--- config.mk ---
export PLATFORM = sky130hd
export DESIGN_NAME = row_window_builder_flat
export DESIGN_NICKNAME = d
export VERILOG_FILES = /design/src/rtl/row_window_builder_if.sv /design/src/rtl/row_window_builder.sv /design/src/flat_wrapper.sv
export SDC_FILE = /design/constraint.sdc
export NUM_CORES = 1
export LEC_CHECK = 0
export ABC_AREA = 1
export CAP_MARGIN = 20
export CELL_PAD_IN_SITES_DETAIL_PLACEMENT = 0
export CELL_PAD_IN_SITES_GLOBAL_PLACEMENT = 1
export CORE_MARGIN = 4
export CORE_UTILIZATION = 37
export CTS_BUF_LIST = sky130_fd_sc_hd__clkbuf_8
export CTS_CLUSTER_SIZE = 28
export DETAILED_ROUTE_END_ITERATION = 12
export PLACE_DENSITY_LB_ADDON = 0.1
export SKIP_LAST_GASP = 1
export SLEW_MARGIN = 25
export SYNTH_ARGS = -nofsm -noshare
export SYNTH_HDL_FRONTEND = slang
export SYNTH_SLANG_ARGS = --single-unit
--- constraint.sdc ---
create_clock -name clock -period 3.05 [get_ports clock]
set_input_delay 0.4575 -clock clock [delete_from_list [all_inputs] [get_ports clock]]
set_output_delay 0.4575 -clock clock [all_outputs]
set_load 0.02 [all_outputs]
--- src/rtl/row_window_builder_if.sv ---
// Row/window handshake bundle between the upstream row shift register,
// the window builder and the convolution datapath.
interface row_window_builder_if #(
  parameter int ROW_SHIFT   = 3,
  parameter int WINDOW_ROWS = 3
);
  logic                                 row_shift_rdy;
  logic [ROW_SHIFT*8-1:0]               p_shift_out;
  logic                                 shift_row_up;
  logic                                 window_ready;
  logic                                 window_valid;
  logic [WINDOW_ROWS*ROW_SHIFT*8-1:0]   window_out;
  logic                                 frame_done;
  logic [15:0]                          row_count;

  // Window builder side: consumes rows, produces windows.
  modport master (
    input  row_shift_rdy,
    input  p_shift_out,
    input  window_ready,
    output shift_row_up,
    output window_valid,
    output window_out,
    output frame_done,
    output row_count
  );

  // Environment side: supplies rows and accepts windows.
  modport slave (
    output row_shift_rdy,
    output p_shift_out,
    output window_ready,
    input  shift_row_up,
    input  window_valid,
    input  window_out,
    input  frame_done,
    input  row_count
  );
endinterface

--- src/rtl/row_window_builder.sv ---
// Stacks rows popped from the upstream row shift register into a vertical
// sliding window (stride 1) and hands each complete window downstream on a
// valid/ready handshake. Windows never straddle a frame boundary.
module row_window_builder #(
  parameter int ROW_SHIFT      = 3,
  parameter int WINDOW_ROWS    = 3,
  parameter int ROWS_PER_FRAME = 8
) (
  input  logic                   clock,
  input  logic                   reset,
  row_window_builder_if.master   bus
);

  localparam int ROW_W  = ROW_SHIFT * 8;
  localparam int WIN_W  = WINDOW_ROWS * ROW_W;
  localparam int FILL_W = $clog2(WINDOW_ROWS + 1);

  localparam logic [FILL_W-1:0] FILL_FULL  = FILL_W'(WINDOW_ROWS);
  localparam logic [FILL_W-1:0] FILL_ONE   = FILL_W'(1);
  localparam logic [15:0]       FRAME_LAST = 16'(ROWS_PER_FRAME);

  localparam logic [0:0] ST_LOAD = 1'b0;
  localparam logic [0:0] ST_EMIT = 1'b1;

  logic [0:0]        state;
  logic [ROW_W-1:0]  rows [WINDOW_ROWS];
  logic [FILL_W-1:0] fill_cnt;
  logic [FILL_W-1:0] fill_next;
  logic [15:0]       row_cnt;
  logic              pop_q;
  logic              frame_done_q;
  logic              pop;
  logic              accept;
  logic              frame_end;
  logic [WIN_W-1:0]  window_flat;

  // Pop only while loading, never on back-to-back cycles (the upstream flags
  // need a cycle to settle), and never while reset is held.
  always_comb begin
    pop = (state == ST_LOAD) & bus.row_shift_rdy & ~pop_q & ~reset;
  end

  assign accept    = (state == ST_EMIT) & bus.window_ready;
  assign frame_end = accept & (row_cnt == FRAME_LAST);
  assign fill_next = (fill_cnt == FILL_FULL) ? fill_cnt : fill_cnt + FILL_ONE;

  // Control: fill tracking, per-frame row count, LOAD/EMIT sequencing.
  always_ff @(posedge clock) begin
    if (reset) begin
      state        <= ST_LOAD;
      fill_cnt     <= '0;
      row_cnt      <= '0;
      pop_q        <= 1'b0;
      frame_done_q <= 1'b0;
    end else begin
      pop_q        <= pop;
      frame_done_q <= frame_end;
      if (pop) begin
        fill_cnt <= fill_next;
        row_cnt  <= row_cnt + 16'd1;
        if (fill_next == FILL_FULL) begin
          state <= ST_EMIT;
        end
      end else if (accept) begin
        state <= ST_LOAD;
        if (frame_end) begin
          row_cnt  <= '0;
          fill_cnt <= '0;
        end
      end
    end
  end

  // Row storage: shift toward index 0 on each pop, newest row at the top.
  always_ff @(posedge clock) begin
    if (reset) begin
      for (int r = 0; r < WINDOW_ROWS; r++) begin
        rows[r] <= '0;
      end
    end else if (pop) begin
      for (int r = 0; r < WINDOW_ROWS - 1; r++) begin
        rows[r] <= rows[r + 1];
      end
      rows[WINDOW_ROWS-1] <= bus.p_shift_out;
    end
  end

  // Flatten the row registers, oldest row in the least significant slot.
  always_comb begin
    window_flat = '0;
    for (int r = 0; r < WINDOW_ROWS; r++) begin
      window_flat[r*ROW_W +: ROW_W] = rows[r];
    end
  end

  assign bus.shift_row_up = pop;
  assign bus.window_valid = (state == ST_EMIT);
  assign bus.window_out   = window_flat;
  assign bus.frame_done   = frame_done_q;
  assign bus.row_count    = row_cnt;

endmodule

--- src/flat_wrapper.sv ---
// flat-port wrapper written by rule: the top's interface ports become plain ports
module row_window_builder_flat 
#(
  parameter int ROW_SHIFT      = 3,
  parameter int WINDOW_ROWS    = 3,
  parameter int ROWS_PER_FRAME = 8
)
  (clock, reset, bus_row_shift_rdy, bus_p_shift_out, bus_window_ready, bus_shift_row_up, bus_window_valid, bus_window_out, bus_frame_done, bus_row_count);
  row_window_builder_if #(.ROW_SHIFT(ROW_SHIFT), .WINDOW_ROWS(WINDOW_ROWS)) bus_i ();
  input  logic clock;
  input  logic reset;
  input wire logic [$bits(bus_i.row_shift_rdy)-1:0] bus_row_shift_rdy;
  input wire logic [$bits(bus_i.p_shift_out)-1:0] bus_p_shift_out;
  input wire logic [$bits(bus_i.window_ready)-1:0] bus_window_ready;
  output wire logic [$bits(bus_i.shift_row_up)-1:0] bus_shift_row_up;
  output wire logic [$bits(bus_i.window_valid)-1:0] bus_window_valid;
  output wire logic [$bits(bus_i.window_out)-1:0] bus_window_out;
  output wire logic [$bits(bus_i.frame_done)-1:0] bus_frame_done;
  output wire logic [$bits(bus_i.row_count)-1:0] bus_row_count;
  assign bus_i.row_shift_rdy = bus_row_shift_rdy;
  assign bus_i.p_shift_out = bus_p_shift_out;
  assign bus_i.window_ready = bus_window_ready;
  assign bus_shift_row_up = bus_i.shift_row_up;
  assign bus_window_valid = bus_i.window_valid;
  assign bus_window_out = bus_i.window_out;
  assign bus_frame_done = bus_i.frame_done;
  assign bus_row_count = bus_i.row_count;
  row_window_builder #(.ROW_SHIFT(ROW_SHIFT), .WINDOW_ROWS(WINDOW_ROWS), .ROWS_PER_FRAME(ROWS_PER_FRAME)) u_core (.clock(clock), .reset(reset), .bus(bus_i));
endmodule
Word level (Yosys, flattened, before mapping):

Memories as Yosys holds them, arrays and structs flattened.
Cells that the tools add are included.

* add/subtract/negate cells: 2
* eq/ne operators: 4
* mux-type cells: 18
* bitwise operators: 11
* reductions and logical operators: 4

Operators by type and width (count)
* 24-bit 2-to-1 mux: 3
* 16-bit 2-to-1 mux: 3
* 16-bit by 1-bit adder with 16-bit output, second input constant: 1
* 16-bit by 4-bit == test with 1-bit output, second input constant: 1
* 1-bit 2-to-1 mux: 8
* 2-bit 2-to-1 mux: 4
* 1-bit AND: 5
* 2-bit == test, second input constant: 2
* 2-bit AND reduction: 2
* 2-bit nonzero test: 2
* 1-bit NOT: 3
* 1-bit bitwise OR: 3
* 2-bit by 1-bit adder with 2-bit output, second input constant: 1
* 2-bit by 1-bit inequality test with 1-bit output, second input constant: 1

* bits in registers: 21
* RAM bits: 72
* bits of input ports: 28
* output and inout port bits: 91
* logic and storage cells: 45
* memories: 1

Memory list
* u_core.rows: depth 3, bits a word 24, rd ports 3, clocked after Yosys merged registers in 0, write ports 3, line row_window_builder.sv:26 `logic [ROW_W-1:0] rows [WINDOW_ROWS];`

Logic depth before layout (Yosys ltp):

* depth after elaboration: 8
* gate-level depth with buffers: 9
* mapped depth without buffers: 8

Least setup slack after synthesis:

OpenSTA, ideal clock, no wires.

* kind: flip-flop to flip-flop
* from: register u_core.state, in the netlist u_core.bus.window_valid
* to: memory u_core.rows[0][0] (netlist bit), enable pin
* library setup time: 0.743 ns
* data arrival time: 1.898 ns
* required time: 2.307 ns
* path slack: 0.409 ns
* stages on the path, launching flop included: 4
* path buffers: 0
* cells stage by stage: dfxtp_1 inv_2 nand3_2 nand2_1

RTL lines
* start, declared: line row_window_builder.sv:25 `logic [0:0] state;`
* start signal, assigned: line row_window_builder.sv:50 `state <= ST_LOAD;`
* start signal, assigned: line row_window_builder.sv:62 `state <= ST_EMIT;`
* start signal, assigned: line row_window_builder.sv:65 `state <= ST_LOAD;`
* end, declared: line row_window_builder.sv:26

Worst setup path after layout:

* from: input port bus_row_shift_rdy
* to: output port bus_shift_row_up

* word-level cells in the longest chain between the ends: 3

Ends and longest elaborated chain
* start, declared: line flat_wrapper.sv:12 `input wire logic [$bits(bus_i.row_shift_rdy)-1:0] bus_row_shift_rdy;`
* 1-bit AND (3 in series): line row_window_builder.sv:40 `pop = (state == ST_LOAD) & bus.row_shift_rdy & ~pop_q & ~reset;`
* end, declared: line flat_wrapper.sv:15 `output wire logic [$bits(bus_i.shift_row_up)-1:0] bus_shift_row_up;`

No other way between the ends.

==> results.md <==
* Worst min-delay path class: reg -> reg
* Worst slew margin relative to its limit at 72.9%
* Setup TNS Final at 0 ps
* Synthesized area per cell at 9.83 um2
* DR DRC count at 0
* Worst path cell trace: clkdlybuf4s50_1, nand3_2, nor2_4, clkdlybuf4s50_1
* Reg-to-Reg Start: u_core.bus.row_count[1]
* Startpoint types: input port
* CTS sink count at 93
* Critical path's slowest cell: clkdlybuf4s50_1
* DRT Pass-1 Iters at 4
* Setup bufs post-CTS at 0
* Final setup violation count at 0
* Initial antenna violation count at 0
* CTS resizes at 0
* Setup crit end kind: output port
* Mapped Nets at 437
* Post-detailed-routing wire length at 8720 um
* Chip width at 112 um
* Reg clk slew, reported paths at 90 ps
* Fin Clk Skew at 3.41 ps
* Clock buffer depth at 2
* FMAX at 0.413 GHz
* Register area share after synthesis at 64.6%
* Worst setup startpoint: bus_row_shift_rdy
* Port-buffer cells at 118
* Max H-tree Level at 3
* Final period util at 79.4%
* Avg WL per Cell at 13.0 um
* Hpwl dp at 6140 um
* Clk_lat worst skew at 350 ps
* WP data required at 2590 ps
* Signal arrival time at the worst endpoint at 1960 ps
* Final core occ at 52.9%
* I/O pin total at 119
* CTS tree: built
* Grt total ovfl at 0
* CTS Hold Bufs at 0
* GRT Total Usage at 14.1%
* Root Buffer: clkbuf_8
* Largest net degree at the start of global routing at 73
* Drt via density at 4.36
* Synthesis-to-layout area growth at 37.8%
* Post-synthesis cell area at 4000 um2
* Status: finished, final reports clean
* Most common cell after layout, fill and taps aside: clkdlybuf4s50_1
* Vias in the first global route at 2,821
* Yosys warnings at 0
* Post-detailed-route count of antenna-violating nets at 0
* Pins over their slew limit at 0
* Initial core utilization at 38.4%
* RSZ-0062 raised after global routing: no
* CTS buffer count at 9
* Crit path max fanout at 5
* Reg-to-reg slack, setup at 1460 ps
* Cell count after synthesis at 407
* Nets at 558
* Netlist cell types at 30
* DR vias at 2,914
* R2R depth at 8
* DIE AREA at 12,500 um2
* Die height at 112 um
* VDD IR-drop max at 207 uV
* Pleak at 2.21 nW
* Max cap viols at 0
* Critical path class: in -> out
* Most Frequent Cell on Critical Path: clkdlybuf4s50_1
* First-pass GRT wire length at 14,100 um
* Hold Fails Final Rpt at 0
* Ant. Diodes at 0
* Synth Register Bits at 93
* Iter 0 DRT Violations at 88
* Critical Path End: bus_shift_row_up
* Share of cells above drive strength 1 at 7.50%
* GPL Wtd Cong at 0.786
* Core Region at 10,400 um2
* Worst-Margin Slew at 407 ps
* Max incr delay on CP at 620 ps
* Worst R2R End: u_core.bus.row_count[14]
* Commonest cells after routing, fill and taps aside: 118 x clkdlybuf4s50_1, 99 x nor2_1, 88 x inv_1, 72 x edfxtp_1, 35 x nand2_1
* Final Critical Period at 2420 ps
* Cell Rows at 37
* Power Density at 472 nW/um2
## cells by family after synthesis
| logic type | share of synthesized area [%] |
|---|---|
| compound gates | 3.16 |
| fa+ha+maj | 0.625 |
| simple gates | 20.4 |
| flops | 64.6 |
| buf+inv | 10.9 |
| xor+xnor | 0.438 |
## state kept, by name, indices dropped and copies added (netlist names)
| register | cells |
|---|---|
| u_core.bus.window_valid | 1 |
| u_core.bus.row_count | 16 |
| u_core.rows | 72 |
| u_core.pop_q | 1 |
| u_core.bus.frame_done | 1 |
| u_core.fill_cnt | 2 |
## power by group
group	switching (W)	leakage (nW)	internal [W]
sequential	0.0000352	0.954	0.00145
clock	0.000425	0.0866	0.000292
combinational	0.000218	1.17	0.000184
## per-layer routing
metal / vias to the layer above / GRT usage [%] / part of all wire (%)
met1: 1307 / 17.3 / 43
met5: - / 0 / 0
met2: 81 / 24.1 / 49
met4: 0 / 6.25 / 1.8
li1: 1514 / - / -
met3: 12 / 2.88 / 6.0
## worst min path at each step
stage               depth (start not counted)  slack, ps                from                      end
finish                                      2        500  u_core.fill_cnt[1]  u_core.bus.window_valid
detailed placement                          2        480  u_core.fill_cnt[1]  u_core.bus.window_valid
CTS                                         2        490  u_core.fill_cnt[1]  u_core.bus.window_valid
global route                                2        530  u_core.fill_cnt[0]       u_core.fill_cnt[0]
floorplan                                   2        450  u_core.fill_cnt[1]  u_core.bus.window_valid
global placement                            2        470  u_core.fill_cnt[1]  u_core.bus.window_valid
## synthesized netlist by cell type
| master | count | share of area [%] |
|---|---|---|
| nand2_4 | 1 | 0.28 |
| buf_6 | 3 | 0.84 |
| buf_4 | 2 | 0.38 |
| xor2_1 | 2 | 0.44 |
| nor2_1 | 99 | 9.3 |
| o21ai_1 | 1 | 0.12 |
| nand3b_2 | 1 | 0.28 |
| nand4_1 | 4 | 0.63 |
| nor3_2 | 1 | 0.25 |
| nand4_4 | 1 | 0.53 |
| inv_1 | 87 | 8.2 |
| nand3b_1 | 1 | 0.19 |
| nor2_2 | 3 | 0.47 |
| clkbuf_1 | 1 | 0.094 |
| inv_2 | 3 | 0.28 |
| nand2_1 | 36 | 3.4 |
| ha_1 | 2 | 0.63 |
| a21oi_1 | 15 | 1.9 |
| buf_2 | 7 | 0.88 |
| clkinv_4 | 1 | 0.22 |
| a21o_1 | 1 | 0.19 |
| nor2_4 | 3 | 0.84 |
| a21oi_2 | 1 | 0.22 |
| o21ai_0 | 6 | 0.75 |
| nor3_1 | 2 | 0.25 |
| nand3_2 | 1 | 0.25 |
| nand3_1 | 26 | 3.3 |
| nand2_2 | 3 | 0.47 |
| dfxtp_1 | 21 | 11 |
| edfxtp_1 | 72 | 54 |
## cell type report
cell class / count / area (um2)
multi-input combinational: 210 / 991
tap: 136 / 170
clock inverter: 7 / 42.5
sequential: 93 / 2580
fill: 987 / 4900
timing repair buffer: 123 / 1260
inverter: 91 / 347
clock buffer: 9 / 124
## through the flow
step | hold WS [ps] | setup slack, ps | cell area [um2] | power (W) | std cells
4_1_cts | 492 | 596 | 5510 | 0.00264 | 669
6_report | 499 | 629 | 5510 | 0.00260 | 669
3_3_place_gp | 473 | 634 | 5350 | 0.00192 | 653
3_5_place_dp | 479 | 600 | 5350 | 0.00192 | 653
2_1_floorplan | 447 | 409 | 4000 | 0.00171 | 407
5_1_grt | 530 | 558 | 5510 | 0.00272 | 669
## worst max-delay path: cells and delay by family
kind          cells  cell delay, ps
simple gates      2             340
buf+inv           2            1160
Power figures use the tool's default switching activity.
==> patch, RTL diff (config.mk and constraints unchanged) <==
`WINDOW_ROWS` is set to 3 in 3 places; all go to 6.
--- a/src/rtl/row_window_builder_if.sv
+++ b/src/rtl/row_window_builder_if.sv
@@ -3,5 +3,5 @@
 interface row_window_builder_if #(
   parameter int ROW_SHIFT   = 3,
-  parameter int WINDOW_ROWS = 3
+  parameter int WINDOW_ROWS = 6
 );
   logic                                 row_shift_rdy;
--- a/src/rtl/row_window_builder.sv
+++ b/src/rtl/row_window_builder.sv
@@ -4,5 +4,5 @@
 module row_window_builder #(
   parameter int ROW_SHIFT      = 3,
-  parameter int WINDOW_ROWS    = 3,
+  parameter int WINDOW_ROWS    = 6,
   parameter int ROWS_PER_FRAME = 8
 ) (
--- a/src/flat_wrapper.sv
+++ b/src/flat_wrapper.sv
@@ -3,5 +3,5 @@
 #(
   parameter int ROW_SHIFT      = 3,
-  parameter int WINDOW_ROWS    = 3,
+  parameter int WINDOW_ROWS    = 6,
   parameter int ROWS_PER_FRAME = 8
 )
Ports: changed (resized bus_window_out); port bits go from 119 to 191. No check against the original RTL was run, so the function may have changed too.
==> patch against the unedited design <==
  * Wire length up 69%
  * Sequential cell count up 73
  * Sequential power up 82%
  * Final area up 70%
  * Critical path depth down 1
  * Power up 84%
  * Non-clock buffer count up 82
  * Area after synthesis up 72%
  * Worst setup slack better by 0.025 ns
  * Critical path type unchanged
  * Critical endpoint unchanged
  * Largest power group unchanged
==> patch: results <==
{
  "outcome": "completed",
  "placed_area_mm2": 0.00905,
  "numCtsBuffers": 17,
  "crit_path_start": "reset",
  "synth_edf_count": 144,
  "n_fill_cell": 1654,
  "path_max_fanout": 8,
  "place_hpwl_um": 10800,
  "synthAdderAreaFrac_pct": 0.729,
  "synth.net_count": 665,
  "r2r_start": "u_core.bus.window_valid$_SDFFE_PP0P_",
  "grt_max_degree": 72,
  "p_leak_nw": 3.69,
  "first_iter_violations": 177,
  "track_usage_pct": 14.2,
  "routed_wl_um": 14800,
  "final_nets": 868,
  "maxSlewHeadroom_pct": 71.0,
  "reg2reg_slack_ns": 1.35,
  "min_from": "u_core.fill_cnt[2]$_SDFFE_PP0P_",
  "ys_types": 29,
  "ff2ff_path_depth": 5,
  "synth_xor_area_share_pct": 0.510,
  "swShare_pct": 26.7,
  "synth.area.top_cells": "edfxtp_1 63%, nor2_1 9.2%, inv_1 8.7%",
  "seq_area_frac_synth_pct": 69.4,
  "r2r_end": "u_core.rows[0][124]$_SDFFCE_PN0P_",
  "antenna_found_initial": 0,
  "peakVddDrop_mv": 0.246,
  "grt_pass1_wl_um": 22900,
  "finClkSkew_ns": 0.0116,
  "crit_path_max_incr_delay_ns": 0.64,
  "layout-drive-gt1-share_pct": 7.19,
  "cp.arrival_ns": 1.94,
  "io_buffers": 190,
  "routabilityCongestion": 0.784,
  "htree_levels": 4,
  "largest_reg_flops": 144,
  "synth_compound_area_share_pct": 1.93,
  "clock_latency_ns": 0.44,
  "via_count": 4617,
  "hold_end": "u_core.fill_cnt[2]$_SDFFE_PP0P_",
  "grt_pass1_vias": 4531,
  "fin_hold_ws_ns": 0.521
}
patch: changes by cell type in the layout (fill, tap and decap cells not counted), moves of 3 or more:
cell             delta
a21oi_1             +4
inv_1              +72
nor2_1             +69
edfxtp_1           +72
clkdlybuf4s50_1    +72
clkbuf_8            +8
buf_4               +7
inv_2               -3
buf_12              +3
patch: cell type report:
| class | count | area, um^2 | share of cell area, % |
|---|---|---|---|
| Multi-Input combinational cell | 285 | 1300 | 13.9 |
| Timing Repair Buffer | 205 | 2090 | 22.3 |
| Sequential cell | 166 | 4760 | 50.8 |
| Clock inverter | 14 | 103 | 1.09 |
| Clock buffer | 17 | 234 | 2.49 |
| Tap cell | 229 | 287 | 3.05 |
| Inverter | 161 | 607 | 6.47 |
patch: logic make-up after synthesis:
family          Yosys count
simple gates            251
buf+inv                 182
flops                   166
compound gates           26
xor+xnor                  4
fa+ha+maj                 4
patch: power groups by stage:
stage	sequential (W)	combinational, W	clock (W)
CTS	0.00270	0.000739	0.00142
detailed placement	0.00275	0.000737	0
finish	0.00270	0.000726	0.00137
floorplan	0.00293	0.000174	0
global route	0.00272	0.000778	0.00153
global placement	0.00275	0.000732	0
patch: layer usage:
| metal | GRT usage, % | up-vias | wire length, um |
|---|---|---|---|
| li1 | - | 2356 | - |
| met1 | 18.0 | 2106 | 6450 |
| met2 | 23.7 | 138 | 7280 |
| met3 | 3.87 | 17 | 803 |
| met4 | 4.86 | 0 | 225 |
| met5 | 0 | - | 0 |
patch: worst min-delay path, delay by kind of cell, from the launching register on:
kind,cells,cell delay [ns]
compound gates,1,0.06
flops,1,0.34
simple gates,1,0.08
patch: metrics by stage:
stage	cells	setup WS (ns)
floorplan	633	0.185
global placement	1046	0.672
detailed placement	1046	0.633
CTS	1077	0.625
global route	1077	0.558
finish	1077	0.654
